[config.mk]
export PLATFORM = sky130hd
export DESIGN_NAME = muldiv_seq
export DESIGN_NICKNAME = d
export VERILOG_FILES = /design/src/rtl/muldiv_seq.sv
export SDC_FILE = /design/constraint.sdc
export NUM_CORES = 1
export LEC_CHECK = 0
export CAP_MARGIN = 10
export CORE_MARGIN = 5
export CORE_UTILIZATION = 36
export DETAILED_ROUTE_END_ITERATION = 8
export GPL_ROUTABILITY_DRIVEN = 0
export PLACE_DENSITY = 0.87
export SYNTH_ARGS = -nofsm -noshare
export SYNTH_HDL_FRONTEND = slang
export SYNTH_SLANG_ARGS = --single-unit
[constraint.sdc]
create_clock -name clk -period 3 [get_ports clk]
set_input_delay 0.6 -clock clk [delete_from_list [all_inputs] [get_ports clk]]
set_output_delay 0.6 -clock clk [all_outputs]
set_load 0.02 [all_outputs]
[src/rtl/muldiv_seq.sv]
// muldiv_seq: sequencer for the iterative multiply/divide units.
// Holds the selected unit's run strobe for ITER_COUNT cycles, then issues the
// HI/LO write (WB) or, on a zero divisor, a one-cycle div_zero exception (EXC).
// Optional feature: define MULDIV_ABORT_EN to add the `abort` flush input.
module muldiv_seq #(
    parameter int ITER_COUNT = 32
) (
    input  logic        clk,
    input  logic        reset,
    input  logic        mult_req,
    input  logic        div_req,
    input  logic [31:0] divisor,
`ifdef MULDIV_ABORT_EN
    input  logic        abort,
`endif
    output logic        mult_ctrl,
    output logic        div_ctrl,
    output logic        hilo_src,
    output logic        hilo_write,
    output logic        busy,
    output logic        done,
    output logic        div_zero
);

    typedef enum logic [1:0] {
        S_IDLE,
        S_RUN,
        S_WB,
        S_EXC
    } state_t;

    localparam logic [6:0] LAST_ITER = 7'(ITER_COUNT - 1);

    state_t     state, state_nxt;
    logic [6:0] cnt, cnt_nxt;
    logic       op, op_nxt;
    logic       flush;

`ifdef MULDIV_ABORT_EN
    assign flush = abort;
`else
    assign flush = 1'b0;
`endif

    // State, iteration counter and op bit registers
    always_ff @(posedge clk or negedge reset) begin
        if (!reset) begin
            state <= S_IDLE;
            cnt   <= '0;
            op    <= 1'b0;
        end else begin
            state <= state_nxt;
            cnt   <= cnt_nxt;
            op    <= op_nxt;
        end
    end

    // Next-state logic: request acceptance, iteration count, write-back/exception exit
    always_comb begin
        state_nxt = state;
        cnt_nxt   = cnt;
        op_nxt    = op;
        case (state)
            S_IDLE: begin
                if (mult_req) begin
                    op_nxt    = 1'b0;
                    cnt_nxt   = '0;
                    state_nxt = S_RUN;
                end else if (div_req) begin
                    if (divisor != '0) begin
                        op_nxt    = 1'b1;
                        cnt_nxt   = '0;
                        state_nxt = S_RUN;
                    end else begin
                        state_nxt = S_EXC;
                    end
                end
            end
            S_RUN: begin
                cnt_nxt = cnt + 7'd1;
                if (cnt == LAST_ITER) state_nxt = S_WB;
            end
            S_WB:  state_nxt = S_IDLE;
            S_EXC: state_nxt = S_IDLE;
        endcase
        // Flush overrides everything, including a request seen in IDLE
        if (flush) begin
            state_nxt = S_IDLE;
            cnt_nxt   = cnt;
            op_nxt    = op;
        end
    end

    // Outputs decoded from registered state and op bit only
    always_comb begin
        mult_ctrl  = (state == S_RUN) && !op;
        div_ctrl   = (state == S_RUN) && op;
        hilo_src   = op;
        hilo_write = (state == S_WB);
        done       = (state == S_WB);
        div_zero   = (state == S_EXC);
        busy       = (state != S_IDLE);
    end

endmodule

==> out/qor.csv, run 1 <==
metric;value;unit
synth.avg_cell_area;9.732;um^2
dp_hpwl;1397;um
grt_pass1_wl;2463;um
slew_headroom;68.00;%
intPower;0.4202;mW
grt_max_degree;11;
synth_area;613.1;um^2
die_h;51.27;um
cp_data_arrival_time;1910;ps
synth_top_cell_by_area;dfrtp_1;
irDropWorstVdd;0.0002777;V
pwr-share-seq;37.6;%
clock-root-buffer;clkbuf_4;
synth_warnings;0;
p_clk_share;18.3;%
grt_usage;12.68;%
ys_types;27;
initial_core_util;36.70;%
slowest_stage;clkdlybuf4s50_1;
postCtsSetupBuffers;0;
drt_wl_total;1554;um
critical-path-max-stage-delay;600;ps
portBuffers;42;
via_per_inst;5.177;
drive_gt1_share;8.411;%
critical_path.max_fanout;8;
rsz0062_at_grt;no;
antenna_found_initial;0;
path_clk_slew;70;ps
p_sw;0.2253;mW
rows;15;
fmax;398.0;MHz
ant_nets;0;
drtPass1Iterations;4;
cts_tree;done;
design.die.area;2628;um^2
finalSetupViolCount;0;
num_vias;642;
coreArea;1670;um^2
insertion_delay;260;ps
tightest_slew;479.0;ps
yosys-top-cells-area;dfrtp_1, nor4_1, xor2_1;
start_kind;flop;
path_cells;nor2b_1 -> and2_1 -> clkdlybuf4s50_1;
path_buf_inv;1;
cts_buffers;3;
crit_type;flop to primary output;
slew_violations;0;
crit_family;simple AND/OR/NAND/NOR gates;
syn_inst;63;
final_area;1080;um^2
power.density;597.8;nW/um^2
status;completed;
final.period_utilization;83.75;%
seq_area_frac_synth;40.82;%
cts_sinks;10;
place_area;1044;um^2
hold_class;flop to flop;
synth_top_cell_area_share;40.82;%
clk_path_buf_depth;2;
overflow;0;
n_antenna_cell;0;
drc_errors;0;
critPathCaptureType;primary output;
drtIter0Drc;3;
syn-num-nets;100;
die_width;51.27;um
pin_count;43;
ctsResizeCount;0;
drv_cap;0;
finClkSkew;6.245;ps
htreeDepth;1;
nets;145;
fin_crit;2512;ps
ys_ff_latch;10;
required;2400;ps
fin_setup_tns;0;ps
area_growth_syn_to_layout;76.12;%
leakagePower;0.4263;nW
first_global_vias;660;
cts_hold_buffers;0;
hold_viol;0;
wire_per_inst;12.53;um
switching_share;34.91;%
p_comb_share;44.1;%
-- stage by stage --
step	total power, mW	hold slack [ps]	instances	utilization [%]	setup slack (ps)
floorplan	0.3928	304.4	63	-	1206
CTS	0.6540	543.6	124	64.64	475.2
global route	0.6925	571.0	124	64.64	353.8
finish	0.6455	542.6	124	64.64	487.6
global placement	0.5196	511.9	120	62.47	778.8
detailed placement	0.5316	529.3	120	62.47	683.3
-- path summary, 6_finish.rpt --
path                           from       end  slack [ps]  cells past startpoint
max                        state[1]  div_ctrl         490                      3
max reg2reg                state[0]  hilo_src        1530                      3
min in group asynchronous     reset  state[0]         650                      1
min reg2reg                  cnt[0]    cnt[0]         540                      1
max in group asynchronous     reset    cnt[1]        2030                      1
min                          cnt[0]    cnt[0]         540                      1
-- sequential cells by signal, summed over array words and instances, names as in the netlist --
register and count:
state 2, cnt 7, hilo_src 1
-- area by class of cell --
class,instances,area (um^2)
fill,133,590.6
inverter,1,3.754
tap,17,21.27
multi-input combinational,50,347.8
timing repair buffer,42,420.4
sequential,10,250.2
clock buffer,4,36.28
-- kinds of logic after synthesis --
logic type | after synthesis | share of synthesized area [%]
adder cells (fa/ha/maj) | 1 | 2.040
AO/OA/AOI/OAI | 3 | 5.715
XOR/XNOR | 5 | 7.143
AND/OR/NAND/NOR | 39 | 38.57
flip-flops | 10 | 40.82
multiplexers | 2 | 3.265
buffers and inverters | 3 | 2.448
-- routing by layer --
| metal | vias up | GRT usage (%) | routed length [um] |
|---|---|---|---|
| li1 | 317 | - | - |
| met1 | 280 | 12.32 | 562 |
| met2 | 43 | 22.75 | 742 |
| met3 | 2 | 4.082 | 226 |
| met4 | 0 | 8.297 | 23 |
| met5 | - | 0 | 0 |
-- cell usage after synthesis --
cell type / number
inv_1: 1
xnor2_1: 1
and4b_1: 1
nor2b_1: 2
and4_1: 1
buf_4: 1
nor3_1: 4
mux2i_1: 2
nor3_4: 1
nand3_1: 2
nor4_2: 1
a31oi_4: 1
nor4_1: 6
nor2_1: 9
or3_1: 1
clkbuf_1: 1
nand4_1: 2
a31oi_1: 1
and3_1: 2
or2_2: 1
dfrtp_1: 10
o21bai_1: 1
ha_1: 1
and2_1: 3
nand2_1: 2
or4_4: 1
xor2_1: 4
-- power groups by stage --
stage | clock [mW] | combinational, mW | sequential (mW)
after global placement | 0 | 0.279 | 0.241
after floorplan | 0 | 0.151 | 0.242
after detailed placement | 0 | 0.287 | 0.244
after CTS | 0.123 | 0.289 | 0.242
final | 0.118 | 0.285 | 0.243
after global routing | 0.128 | 0.312 | 0.252
-- cells in the final DEF (no fill, tap or decap) --
master,instances
clkdlybuf4s50_1,42
dfrtp_1,10
nor2_1,9
nor4_1,6
nor3_1,4
xor2_1,4
and2_1,3
clkbuf_4,3
nor2b_1,2
and3_1,2
nand4_1,2
nand3_1,2
mux2i_1,2
nand2_1,2
or2_2,1
inv_1,1
and4_1,1
or4_4,1
nor3_4,1
or3_1,1
a31oi_4,1
and4b_1,1
o21bai_1,1
nor4_2,1
xnor2_1,1
a31oi_1,1
ha_1,1
clkbuf_8,1
Note: power is estimated with default switching activity, not from simulation.
==> run 2: changes to the inputs <==
CORE_UTILIZATION = 30   (was 36)
PLACE_DENSITY = 0.78   (was 0.87)
clock period = 2.29 ns   (was 3 ns; I/O delays follow)
==> out/qor.csv, run 2 (synthesized netlist as in run 1, its figures left out) <==
metric;value;unit
cts_hold_buffers;0;
drc_errors;0;
regMostFlops;cnt;
layout_common_cells;clkdlybuf4s50_1, dfrtp_1, nor2_1;
fin_ws;171.8;ps
postCtsSetupBuffers;0;
finalSetupViolCount;0;
slowest_stage;clkdlybuf4s50_1;
area_growth_syn_to_layout;77.14;%
drt_wl_total;1713;um
coreArea;1962;um^2
ff2ff_path_depth;3;
design.die.area;3048;um^2
critPathCaptureType;primary output;
leakagePower;0.4233;nW
dp_hpwl;1514;um
wire_per_inst;12.78;um
crit_family;buffers and inverters;
regToRegSetupSlack;830;ps
fin_setup_tns;0;ps
path_clk_slew;60;ps
critical-path-max-stage-delay;600;ps
cts_buffers;3;
power.density;751.3;nW/um^2
path_cells;nor2b_1 -> and2_1 -> clkdlybuf4s50_1;
clock-root-buffer;clkbuf_4;
hold_class;input port to asynchronous set/reset pin;
finClkSkew;3.888;ps
drtIter0Drc;2;
reg2reg_from;state[0];
ant_nets;0;
total_power;0.8160;mW
n_antenna_cell;0;
grt_max_degree;11;
start_kind;flop;
grt_pass1_wl;2953;um
portBuffers;42;
whs;520.3;ps
critical_path.max_fanout;7;
nets;146;
htreeDepth;1;
first_global_vias;694;
rows;16;
slew_headroom;68.40;%
pin_count;43;
rsz0062_at_grt;no;
r2r_end;hilo_src;
required;1830;ps
cts_sinks;10;
ctsResizeCount;0;
final.period_utilization;92.50;%
largest_reg_flops;7;
pre_cts_slack;128.7;ps
insertion_delay;260;ps
cts_tree;done;
drtPass1Iterations;2;
fmax;472.1;MHz
via_per_inst;4.821;
irDropWorstVdd;0.0003772;V
num_vias;646;
cp_data_arrival_time;1660;ps
die_h;55.21;um
final_common_cell;clkdlybuf4s50_1;
fin_crit;2118;ps
status;completed;
die_width;55.21;um
clk_path_buf_depth;2;
crit_type;flop to primary output;
overflow;0;
tightest_slew;472.5;ps
grt_usage;12.02;%
initial_core_util;31.25;%
slew_violations;0;
drv_cap;0;
path_buf_inv;1;
antenna_found_initial;0;
drive_gt1_share;8.411;%
hold_viol;0;
run 2: cell types whose count changed in the layout (fill, tap and decap cells not counted):
cell / before / now
buf_4: 0 / 1
clkbuf_8: 1 / 0
run 2: worst max path at each step:
stage,depth (start not counted),slack [ps],from,to
global route,3,30,state[1],mult_ctrl
CTS,3,140,state[0],mult_ctrl
floorplan,4,640,divisor[7],cnt[2]
detailed placement,5,130,divisor[7],cnt[2]
finish,3,170,state[0],mult_ctrl
global placement,5,180,divisor[7],cnt[2]
run 2: metal layers:
layer / track usage (%) / share of wire (%)
met5: 0 / 0
met4: 3.125 / 0.58
met3: 5.594 / 7.6
met2: 22.13 / 53
met1: 12.02 / 38
run 2: through the flow:
step	utilization [%]	std cells	cell area, um^2
after detailed placement	54.21	131	1064
after floorplan	-	63	613.1
after global routing	55.36	134	1086
final	55.36	134	1086
after CTS	55.36	134	1086
after global placement	54.21	131	1064
run 2: power breakdown:
part / internal, mW / total [mW] / switching, mW / leakage, nW
Sequential: 0.249 / 0.323 / 0.0736 / 0.121
Clock: 0.0604 / 0.115 / 0.0545 / 0.0138
Combinational: 0.212 / 0.378 / 0.166 / 0.288
Total: 0.522 / 0.816 / 0.294 / 0.423
run 2: area by class of cell:
| type | instances | area, um^2 |
|---|---|---|
| sequential | 10 | 250.2 |
| timing repair buffer | 43 | 427.9 |
| multi-input combinational | 50 | 347.8 |
| clock buffer | 3 | 22.52 |
| inverter | 1 | 3.754 |
| tap | 27 | 33.78 |
| fill | 195 | 875.8 |
==> run 3: changes to the inputs <==
CORE_UTILIZATION = 34   (was 30)
MAX_ROUTING_LAYER = met4   (was not set)
PLACE_DENSITY = 0.83   (was 0.78)
clock period = 1.95 ns   (was 2.29 ns; I/O delays follow)
==> out/qor.csv, run 3 (synthesized netlist as in run 1, its figures left out) <==
metric;value;unit
status;completed;
finish.utilization;64.71;%
pin_count;43;
pwr-share-seq;37.7;%
fmax;542.2;MHz
die_h;52.47;um
portBuffers;42;
rows;15;
path_cells;and2_1 -> clkdlybuf4s50_1;
drt_wl_total;1751;um
cts_tree;done;
critical_path.max_fanout;8;
nets;148;
p_clk_share;18.0;%
antenna_found_initial;0;
coreArea;1727;um^2
critPathCaptureType;primary output;
leakagePower;0.4814;nW
required;1560;ps
start_kind;flop;
grt_pass1_wl;2863;um
htreeDepth;1;
initial_core_util;35.51;%
via_per_inst;4.926;
wire_per_inst;12.97;um
placed_cells;131;
power.density;888.5;nW/um^2
postCtsSetupBuffers;0;
switching_share;35.55;%
total_power;0.9927;mW
dp_hpwl;1618;um
cp_data_arrival_time;1450;ps
p_comb_share;44.3;%
p_sw;0.3529;mW
final_common_cell;clkdlybuf4s50_1;
slew_violations;0;
finClkSkew;6.274;ps
num_vias;665;
design.die.area;2753;um^2
drive_gt1_share;10.91;%
grt_max_degree;11;
clock-root-buffer;clkbuf_4;
slew_headroom;70.78;%
cts_hold_buffers;0;
critical-path-max-stage-delay;600;ps
intPower;0.6398;mW
grt_usage;14.72;%
finalSetupViolCount;0;
crit_type;flop to primary output;
hold_viol;0;
first_global_vias;716;
rsz0062_at_grt;no;
area_growth_syn_to_layout;82.24;%
drtPass1Iterations;4;
irDropWorstVdd;0.0004101;V
path_clk_slew;70;ps
hold_class;input port to asynchronous set/reset pin;
cts_buffers;3;
overflow;0;
fin_crit;1844;ps
tightest_slew;436.9;ps
cts_sinks;10;
die_width;52.47;um
insertion_delay;260;ps
layoutNonFillerInstCount;135;
drtIter0Drc;7;
clk_path_buf_depth;2;
regMostFlops;cnt;
layout_common_cells;clkdlybuf4s50_1, dfrtp_1, nor2_1;
n_antenna_cell;0;
fin_ws;105.6;ps
slowest_stage;clkdlybuf4s50_1;
largest_reg_flops;7;
ant_nets;0;
drc_errors;0;
final.period_utilization;94.59;%
pre_cts_slack;-86.14;ps
drv_cap;0;
==> run 3: power groups by stage <==
stage	sequential [mW]	clock, mW	combinational [mW]
4_1_cts	0.375	0.182	0.449
3_5_place_dp	0.379	0	0.466
5_1_grt	0.390	0.193	0.486
6_report	0.374	0.178	0.440
3_3_place_gp	0.370	0	0.445
2_1_floorplan	0.373	0	0.232
==> run 3: path summary, 6_finish.rpt <==
path	cells past startpoint	endpoint	from	slack, ps
worst max register to register	5	state[1]	cnt[0]	480
max in group asynchronous	1	cnt[2]	reset	1210
worst min register to register	1	cnt[0]	cnt[0]	530
worst max-delay path	2	div_zero	state[1]	110
worst min-delay path	1	cnt[4]	reset	440
min in group clk	1	cnt[0]	cnt[0]	530
==> run 3: through the flow <==
stage / hold slack, ps / cell area, um^2 / setup TNS, ps
2_1_floorplan: 94.41 / 613.1 / 0
3_3_place_gp: 511.9 / 1076 / -73.56
3_5_place_dp: 524.6 / 1076 / -295.7
4_1_cts: 451.2 / 1110 / 0
5_1_grt: 473.6 / 1117 / 0
6_report: 437.8 / 1117 / 0
==> run 3: layout make-up <==
class | count | area [um^2]
clock buffers | 4 | 36.28
well taps | 25 | 31.28
multi-input cells | 50 | 347.8
inverters | 1 | 3.754
repair buffers | 45 | 447.9
fillers | 151 | 609.3
flip-flops and latches | 10 | 250.2
==> run 3: layer usage <==
metal,part of all wire (%),vias up,GRT usage (%)
li1,-,327,-
met1,36,305,13.76
met2,56,31,28.51
met3,6.1,2,3.704
met4,0.97,0,5.106
met5,0,-,-
==> run 3: timing repair <==
item	in CTS	in global routing
endpoints found under the setup margin	2	3
resized for setup	2	3
pin swaps	0	0
==> run 3: worst max-delay path: cells and delay by family, from the launching register on <==
family / cells / cell delay [ps]
buffers and inverters: 1 / 600
flip-flops: 1 / 440
AND/OR/NAND/NOR: 1 / 150
